[config.mk]
export PLATFORM = sky130hd
export DESIGN_NAME = amp_state_control
export DESIGN_NICKNAME = d
export VERILOG_FILES = /design/src/rtl/amp_state_control.sv
export SDC_FILE = /design/constraint.sdc
export NUM_CORES = 1
export LEC_CHECK = 0
export ABC_AREA = 1
export CAP_MARGIN = 20
export CORE_UTILIZATION = 50
export DETAILED_ROUTE_END_ITERATION = 7
export HOLD_SLACK_MARGIN = 0.02
export PLACE_DENSITY = 0.78
export SLEW_MARGIN = 25
export SYNTH_ARGS = -nofsm -noshare
export SYNTH_HDL_FRONTEND = slang
export SYNTH_SLANG_ARGS = --single-unit
[constraint.sdc]
create_clock -name clk -period 2.5 [get_ports clk]
set_input_delay 0.25 -clock clk [delete_from_list [all_inputs] [get_ports clk]]
set_output_delay 0.25 -clock clk [all_outputs]
set_load 0.05 [all_outputs]
[src/rtl/amp_state_control.sv]
// amp_state_control: power-up and fault sequencer for the class-D amplifier.
// Walks DISABLED -> ENA_WAIT -> CONFIG -> CFG_WAIT -> MUTED -> PLAY and drops
// to ERROR whenever the amp reports a fault while enabled.
// Build option: define AMP_ERR_LATCH_EN to make ERROR terminal until reset
// (ERR_CYC then has no effect); by default the block restarts after ERR_CYC.
module amp_state_control #(
  parameter int unsigned PWRUP_CYC  = 10000,
  parameter int unsigned CFG_CYC    = 1000,
  parameter int unsigned UNMUTE_CYC = 256,
  parameter int unsigned ERR_CYC    = 5000,
  parameter int unsigned CNT_W      = 16
) (
  input  logic clk,
  input  logic reset,
  input  logic audio_locked,
  input  logic nerror,
  output logic nenable,
  output logic nmute,
  output logic send_config
);

  typedef enum logic [2:0] {
    S_DISABLED = 3'd0,
    S_ENA_WAIT = 3'd1,
    S_CONFIG   = 3'd2,
    S_CFG_WAIT = 3'd3,
    S_MUTED    = 3'd4,
    S_PLAY     = 3'd5,
    S_ERROR    = 3'd6
  } state_t;

  localparam logic [CNT_W-1:0] PWRUP_LD  = CNT_W'(PWRUP_CYC - 1);
  localparam logic [CNT_W-1:0] CFG_LD    = CNT_W'(CFG_CYC - 1);
  localparam logic [CNT_W-1:0] UNMUTE_LD = CNT_W'(UNMUTE_CYC - 1);
`ifndef AMP_ERR_LATCH_EN
  localparam logic [CNT_W-1:0] ERR_LD    = CNT_W'(ERR_CYC - 1);
`endif

  state_t           state_q, state_nx;
  logic [CNT_W-1:0] cnt_q, cnt_nx;

  logic lock_s1, lock_s;
  logic nerr_s1, nerr_s;
  logic lock, err;

  // Two-flop synchronizers for the asynchronous lock and error pins
  always_ff @(posedge clk or negedge reset) begin
    if (!reset) begin
      lock_s1 <= 1'b0;
      lock_s  <= 1'b0;
      nerr_s1 <= 1'b1;
      nerr_s  <= 1'b1;
    end else begin
      lock_s1 <= audio_locked;
      lock_s  <= lock_s1;
      nerr_s1 <= nerror;
      nerr_s  <= nerr_s1;
    end
  end

  assign lock = lock_s;
  assign err  = ~nerr_s;

  // Next-state and shared down-counter; a fault in any enabled state wins
  always_comb begin
    state_nx = state_q;
    cnt_nx   = cnt_q;
    unique case (state_q)
      S_DISABLED: begin
        state_nx = S_ENA_WAIT;
        cnt_nx   = PWRUP_LD;
      end
      S_ENA_WAIT, S_CONFIG, S_CFG_WAIT, S_MUTED, S_PLAY: begin
        if (err) begin
          state_nx = S_ERROR;
`ifdef AMP_ERR_LATCH_EN
          cnt_nx   = '0;
`else
          cnt_nx   = ERR_LD;
`endif
        end else begin
          unique case (state_q)
            S_ENA_WAIT: begin
              if (cnt_q == '0) state_nx = S_CONFIG;
              else             cnt_nx   = cnt_q - CNT_W'(1);
            end
            S_CONFIG: begin
              state_nx = S_CFG_WAIT;
              cnt_nx   = CFG_LD;
            end
            S_CFG_WAIT: begin
              if (cnt_q == '0) begin
                state_nx = S_MUTED;
                cnt_nx   = UNMUTE_LD;
              end else begin
                cnt_nx = cnt_q - CNT_W'(1);
              end
            end
            S_MUTED: begin
              if (!lock)            cnt_nx   = UNMUTE_LD;
              else if (cnt_q == '0) state_nx = S_PLAY;
              else                  cnt_nx   = cnt_q - CNT_W'(1);
            end
            default: begin
              if (!lock) begin
                state_nx = S_MUTED;
                cnt_nx   = UNMUTE_LD;
              end
            end
          endcase
        end
      end
      S_ERROR: begin
`ifdef AMP_ERR_LATCH_EN
        state_nx = S_ERROR;
        cnt_nx   = '0;
`else
        if (cnt_q == '0) state_nx = S_DISABLED;
        else             cnt_nx   = cnt_q - CNT_W'(1);
`endif
      end
      default: begin
        state_nx = S_DISABLED;
        cnt_nx   = '0;
      end
    endcase
  end

  // State, counter and outputs registered together; outputs decode the
  // next state so pins change on the same edge as the state they belong to
  always_ff @(posedge clk or negedge reset) begin
    if (!reset) begin
      state_q     <= S_DISABLED;
      cnt_q       <= '0;
      nenable     <= 1'b1;
      nmute       <= 1'b0;
      send_config <= 1'b0;
    end else begin
      state_q     <= state_nx;
      cnt_q       <= cnt_nx;
      nenable     <= (state_nx == S_DISABLED) || (state_nx == S_ERROR);
      nmute       <= (state_nx == S_PLAY);
      send_config <= (state_nx == S_CONFIG);
    end
  end

endmodule

==> results of run 1 <==
[registers in the layout, indices dropped and copies added, names as in the netlist]
register,count
cnt_q,16
lock,1
lock_s1,1
nenable,1
nerr_s,1
nerr_s1,1
nmute,1
send_config,1
state_q,3
[cell type report]
type                       count  area [um^2]
multi-input combinational    241         1160
fill                         379         1580
sequential                    26          654
inverter                      37          139
clock inverter                 1         30.0
timing repair buffer           8         75.1
clock buffer                   3         41.3
tap                           48         60.1
[path summary, 6_finish.rpt]
path                       startpoint         to  slack, ns  cells past startpoint
min reg2reg                   nerr_s1     nerr_s       0.36                      0
max                          cnt_q[0]   cnt_q[0]       0.45                     10
min                             reset  cnt_q[14]       0.33                      2
max reg2reg                  cnt_q[0]   cnt_q[0]       0.45                     10
max in group asynchronous       reset    nerr_s1       1.87                      2
min in group clk              nerr_s1     nerr_s       0.36                      0
[power by group]
group	switching (uW)	internal [uW]
Sequential	181	581
Combinational	1090	550
Clock	148	215
Total	1420	1350
[metal layers]
metal | vias to the layer above | wire [um] | track usage
met4 | 0 | 123 | 0.0870
met3 | 15 | 215 | 0.0295
met5 | - | 0 | 0
met1 | 862 | 2230 | 0.333
met2 | 49 | 2030 | 0.387
li1 | 998 | - | -
[cell families (layout without fill, tap and decap cells)]
| group | count (synthesis) | after routing | synth area share |
|---|---|---|---|
| compound gates | 23 | 23 | 0.0728 |
| xor+xnor | 3 | 3 | 0.0132 |
| fa+ha+maj | 2 | 2 | 0.0126 |
| buf+inv | 42 | 49 | 0.0885 |
| flops | 26 | 26 | 0.328 |
| simple gates | 213 | 213 | 0.485 |
[stage by stage]
stage                     setup WS [ns]  instances  cell area, um^2  total power (uW)
final                             0.448        364             2160              2760
after global routing              0.268        364             2160              3030
after CTS                         0.476        364             2160              2760
after detailed placement          0.499        360             2090              2400
after global placement            0.565        360             2090              2370
after floorplan                   0.632        309             1990              2030
[Yosys cell counts]
cell type,n
nand3_2,5
nand4_1,7
nor2_2,4
a21oi_1,4
nand2_4,1
nand2_1,109
o22ai_1,1
xnor2_1,1
o21ai_0,7
dfstp_2,3
nand3b_1,1
o21bai_1,1
or2_2,1
o21ai_1,3
buf_4,1
a31oi_1,2
nor2_1,34
nand3_1,39
xor2_1,2
dfrtp_1,23
o21ai_2,1
and2_1,2
ha_1,2
a21oi_2,1
nand2_2,6
nor2_4,3
o211ai_1,2
inv_1,29
a21oi_4,1
clkbuf_1,2
buf_6,2
nor4_1,1
inv_2,8
[critical path: stages, from the launching register on]
cell,delay (ns)
dfrtp_1,0.39
inv_1,0.11
ha_1,0.26
nand3_2,0.15
nor2_4,0.18
nand2_2,0.19
ha_1,0.32
a21oi_1,0.14
nand2_1,0.07
nand2_1,0.06
o21ai_0,0.07
==> run metrics, run 1 <==
Hold WC Path Type=in2async; post-CTS setup buffers=0; Crit Path Class=reg2reg; DRC errors left=0; #FFs+latches synth=26; fin util=0.578; synth unique cells=33; PD cells=roughly 1300 nW/um^2; TritonCTS Sinks=26; Antenna Nets Post-Route=0; worst skew pair latency=~0.28 ns; clk root buf=clkbuf_8; initial antenna violation count=0; Starting DRT DRC Count=between 100 and 150; Cells after Synth=approximately 310; largest net degree at the start of global routing=27; Mean Syn Cell Area=6.45 um^2; clock slew at reported path FFs=approximately 0.10 ns; Critical Path Start Type=flip-flop; post-synthesis sequential area ratio=0.328; via count=between 1500 and 2000; mapped cell area=1990 um^2; drt via density=roughly 5.3; port bufs=6; Fmax=around 490 MHz; Worst Clk Skew=~0.0048 ns; DP HPWL=3.46 mm; max cap viols=0; Hold Worst Slack=0.328 ns; Worst-Margin Slew=approximately 0.5 ns; I/O pins=7; all-layer global routing usage=0.241; row count=22; Slew Viols, Final=0; # setup viols final=0; P&R area growth vs syn=8.47%; PostCTS Resize Cnt=0; Overflow after GRT=0; synth top area cells=dfrtp_1, nand2_1, nand3_1, nor2_1, inv_1; drt first pass iters=4; Final nets=323; CP Capture Type=flip-flop; DIE AREA=roughly 4200 um^2; crit path max fanout=12; vias in the first global route=around 1800; GP Congestion=0.939; Synth area leader=dfrtp_1; Die X=about 65 um; Initial Utilization=0.532; outcome=finished, final reports clean; Clock Path Buffers=2; share of the synthesized area in the top cell type=0.289; critical path data required time=~2.7 ns; Final Hold Vio Count=0; CP arrival=2.22 ns; Syn. warnings=0; CTS tree=yes; global-route wire length before repair=around 7.9 mm; most common cell after layout, fill and taps aside=nand2_1; peak supply drop=approximately 0.77 mV; RSZ-0062 raised after global routing=false; die height=around 65 um; setup_tns=0 ns; most frequent cells in the layout=nand2_1, nand3_1, nor2_1; CTS buffer count=3; Hold Buf Count CTS=0; syn_nets=between 300 and 400; Core ar.=3740 um^2; Final Critical Period=between 2 and 2.5 ns; Antenna diodes=0; Routed wire per std cell=roughly 13 um; Lkg Pwr=around 0.0011 uW; final wirelength=roughly 4.6 mm; H-tree levels=1; share of cells above drive strength 1=0.127; Tcrit/Tclk final=0.821; Slew Limit Headroom=0.671
Note: power is estimated with default switching activity, not from simulation.
==> run 2: changes to the inputs <==
Clock period 2.5 ns to 2 ns, I/O delays scaled along.
==> run 2 against run 1 <==
Via count is 7.0% higher. Maximum frequency is 8.7% higher. Worst hold slack worse by 0.044 ns. Global-route usage is 1.5 points higher. First-iteration DRC count is 69% higher. Cell count is 1.1% higher. Sequential share of layout area is 0.65 points lower. Critical path type unchanged. Largest cell class unchanged. Highest routed layer unchanged.
==> run metrics, run 2 (synthesis gave the netlist of run 1 again) <==
outcome=finished, final reports clean; Final nets=327; Biggest register=cnt_q; Worst Clk Skew=roughly 0.0058 ns; Lkg Pwr=~0.0012 uW; clk root buf=clkbuf_8; Storage cell area=654 um^2; Antenna diodes=0; most common cell after layout, fill and taps aside=nand2_1; die height=roughly 65 um; most frequent cells in the layout=nand2_1, nand3_1, nor2_1; largest net degree at the start of global routing=27; CP Capture Type=flip-flop; dpl cell area=roughly 2100 um^2; Die X=around 65 um; Starting DRT DRC Count=193; Fmax=530 MHz; Initial Utilization=0.532; Worst path max stage delay=about 0.40 ns; Critical Path Start Type=flip-flop; via count=2058; Filler Cell Count=380; DIE AREA=4240 um^2; # setup viols final=0; Final Hold Vio Count=0; DRC errors left=0; Design Area, Final=between 2000 and 2500 um^2; row count=22; flop2flop setup slack=0.11 ns; TritonCTS Sinks=26; critical path's slowest cell=dfrtp_1; Tcrit/Tclk final=0.943; Overflow after GRT=0; port bufs=6; DP HPWL=3.73 mm; FF-to-FF End=cnt_q[0]; pre-CTS worst setup slack=around 0.049 ns; global-route wire length before repair=roughly 8.3 mm; Largest regs=cnt_q x16, state_q x3; clock slew at reported path FFs=approximately 0.10 ns; I/O pins=7; critical path data required time=roughly 2.2 ns; initial antenna violation count=0; Slew Limit Headroom=0.673; Hold WC Path Type=in2async; peak supply drop=between 1 and 1.5 mV; max reg flops=16; max cap viols=0; crit path max fanout=12; CP delay by family, top=simple AND/OR/NAND/NOR gates; Worst-Margin Slew=approximately 0.49 ns; PD cells=around 1600 nW/um^2; Worst R2R Start=cnt_q[1]; PostCTS Resize Cnt=0; share of cells above drive strength 1=0.147; multi-input logic area=around 1200 um^2; all-layer global routing usage=0.256; worst skew pair latency=approximately 0.28 ns; CTS tree=yes; FF-to-FF path depth=10; H-tree levels=1; cell mode on critical path=nand2_1; P&R area growth vs syn=10.9%; drt first pass iters=5; GP Congestion=roughly 0.94; drt via density=5.59; Inst Count DP=roughly 360; Slew Viols, Final=0; worst setup margin=approximately 0.11 ns; Crit Path Class=reg2reg; Antenna Nets Post-Route=0; CP arrival=~2.1 ns; Final Critical Period=1.89 ns; CP Buf/Inv Count=1; worst path cell trace=inv_1 > ha_2 > nand3_2 > nor2_4 > nand2_4 > ha_1 > a21oi_1 > nand2_1 > nand2_1 > o21ai_0; post-CTS setup buffers=0; final wirelength=about 5.1 mm; CTS buffer count=3; Core ar.=around 3700 um^2; Clock Path Buffers=2; Routed wire per std cell=around 14 um; fin cells=about 370; Hold Buf Count CTS=0; vias in the first global route=~1800
-- run 2: worst max-delay path by stage --
stage / endpoint / cells after the start / start / slack, ns
6_report: cnt_q[0] / 10 / cnt_q[1] / 0.11
5_1_grt: cnt_q[7] / 12 / cnt_q[1] / -0.02
4_1_cts: cnt_q[0] / 10 / cnt_q[1] / 0.01
3_5_place_dp: send_config / 10 / cnt_q[1] / 0.05
3_3_place_gp: cnt_q[0] / 10 / cnt_q[1] / 0.11
2_1_floorplan: cnt_q[0] / 11 / cnt_q[0] / 0.13
-- run 2: layout make-up --
type	instances	share of cell area
clock inverters	1	0.0136
clock buffers	3	0.0187
multi-input cells	241	0.534
repair buffers	12	0.0476
inverters	37	0.0629
well taps	48	0.0272
flip-flops and latches	26	0.296
-- run 2: per-stage QoR --
stage	TNS (ns)	utilization	hold slack [ns]	total power (uW)
2_1_floorplan	0	-	-0.0956	2540
3_3_place_gp	0	0.567	0.342	3000
3_5_place_dp	0	0.567	0.339	3050
4_1_cts	0	0.586	0.297	3530
5_1_grt	-0.0364	0.590	0.307	3870
6_report	0	0.590	0.285	3580
-- run 2: per-layer routing --
metal	wire length (um)	vias up	global-route usage	part of all wire
met1	2290	947	0.348	0.45
met5	0	-	0	0
met2	2330	95	0.414	0.46
met4	95	0	0.0951	0.019
met3	394	13	0.0347	0.077
li1	-	1003	-	-
-- run 2: power by group --
| part | total (uW) | switching, uW | internal, uW |
|---|---|---|---|
| clock network | 451 | 183 | 268 |
| registers | 961 | 234 | 726 |
| logic | 2170 | 1460 | 712 |
| total | 3580 | 1870 | 1710 |
==> run 3: changes to the inputs <==
Settings changed: CORE_UTILIZATION 50 to 46, PLACE_DENSITY 0.78 to 0.74.
==> run 3 against run 2 <==
Total power decreased by 2.0%. Global-route usage is 1.2 points lower. Setup slack improved by 0.041 ns. Final area is 0.79% higher. Sequential share of layout area decreased by 0.23 points. Core utilization is 4.5 points lower. Die area grew 8.4%. Routed wire length decreased by 4.4%. Non-clock buffer count rose by 2. Largest power group unchanged.
==> run metrics, run 3 (synthesis gave the netlist of run 1 again) <==
Hold Worst Slack=0.279 ns; Lkg Pwr=between 0.001 and 0.0015 uW; Slew Viols, Final=0; Biggest register=cnt_q; CP arrival=roughly 2.0 ns; peak supply drop=roughly 1.1 mV; CP delay by family, top=adder cells; setup_tns=0 ns; P&R area growth vs syn=11.7%; all-layer global routing usage=0.244; Antenna diodes=0; Core ar.=between 4000 and 5000 um^2; most common cell after layout, fill and taps aside=nand2_1; row count=23; Worst-Margin Slew=about 0.5 ns; GP Congestion=between 0.9 and 1; Routed wire per std cell=between 10 and 15 um; outcome=finished, final reports clean; # setup viols final=0; Crit Path Class=reg2reg; DP HPWL=3.56 mm; fin cells=372; initial antenna violation count=0; die height=between 60 and 70 um; Final Critical Period=between 1.5 and 2 ns; DIE AREA=around 4600 um^2; vias in the first global route=1804; Overflow after GRT=0; drt first pass iters=4; Largest regs=cnt_q x16, state_q x3; Inst Count DP=around 370; Critical Path Start Type=flip-flop; max cap viols=0; TritonCTS Sinks=26; global-route track usage on met1=0.350; global-route wire length before repair=just over 8 mm; most frequent cells in the layout=nand2_1, nand3_1, nor2_1; final wirelength=around 4.9 mm; PD cells=between 1500 and 2000 nW/um^2; H-tree levels=1; Worst Clk Skew=0.00773 ns; cell mode on critical path=nand2_1; RSZ-0062 raised after global routing=false; clock slew at reported path FFs=0.10 ns; met3 GRT Util=0.0283; DRC errors left=0; CTS buffer count=3; Hold WC Path Type=in2async; gr busiest metal=met2; worst skew pair latency=approximately 0.28 ns; flop2flop setup slack=~0.15 ns; via count=about 2000; Hold Buf Count CTS=0; CP Capture Type=flip-flop; drt via density=5.32; Tcrit/Tclk final=0.923; share of cells above drive strength 1=0.152; critical path data required time=roughly 2.2 ns; CP Buf/Inv Count=1; Initial Utilization=0.488; Fmax=about 540 MHz; Antenna Nets Post-Route=0; Starting DRT DRC Count=between 200 and 250; critical path's slowest cell=dfrtp_1; Die X=67.8 um; CTS tree=yes; crit path max fanout=5; Worst path max stage delay=approximately 0.40 ns; clk root buf=clkbuf_8; port bufs=6; I/O pins=7; largest net degree at the start of global routing=27; met2 global-route usage=0.366; Clock Path Buffers=2; Slew Limit Headroom=0.670; worst path cell trace=inv_1 > ha_2 > nand3_2 > nor2_4 > nand2_2 > ha_1 > a21oi_1 > nand2_1 > nand2_1 > o21ai_0; max reg flops=16; Final nets=about 330; Final Hold Vio Count=0
-- run 3: final timing paths --
kind | from | endpoint | depth (start not counted)
worst max-delay path | cnt_q[0] | cnt_q[0] | 10
worst min register to register | nerr_s1 | nerr_s | 0
min in group clk | nerror | nerr_s1 | 1
worst max register to register | cnt_q[0] | cnt_q[0] | 10
worst min-delay path | reset | cnt_q[11] | 2
max in group asynchronous | reset | nerr_s1 | 2
-- run 3: what timing repair did --
item,in CTS,in global routing
gates resized for setup,0,5
buffers inserted,0,1
setup endpoints to repair,0,11
-- run 3: final cells by class --
type                       count  area (um^2)
inverter                      37          139
timing repair buffer          14          120
clock inverter                 1         30.0
multi-input combinational    241         1180
clock buffer                   3         41.3
fill                         393         1860
tap                           50         62.6
sequential                    26          654
-- run 3: per-stage QoR --
stage	util	worst slack (ns)	power [uW]	area, um^2
after floorplan	-	0.132	2540	1990
after global placement	0.521	0.149	3010	2130
after detailed placement	0.521	0.0676	3010	2130
after CTS	0.539	0.0513	3480	2200
after global routing	0.545	0.0183	3870	2230
final	0.545	0.154	3510	2230
-- run 3: worst register-to-register path, cell delays in order (launching register included) --
cell and delay [ns]:
dfrtp_1 0.40, inv_1 0.12, ha_2 0.24, nand3_2 0.14
nor2_4 0.13, nand2_2 0.10, ha_1 0.29, a21oi_1 0.15
nand2_1 0.06, nand2_1 0.05, o21ai_0 0.06
-- run 3: layer usage --
layer	vias to the layer above	wire, um	part of all wire
met3	8	269	0.055
met1	895	2310	0.47
met4	0	91	0.019
met5	-	0	0
met2	62	2210	0.45
li1	1015	-	-
-- run 3: where the power goes --
group | leakage, uW | internal, uW | total [uW] | switching, uW
clock network | 0.0000357 | 268 | 455 | 187
registers | 0.000316 | 726 | 953 | 227
logic | 0.000811 | 708 | 2100 | 1390
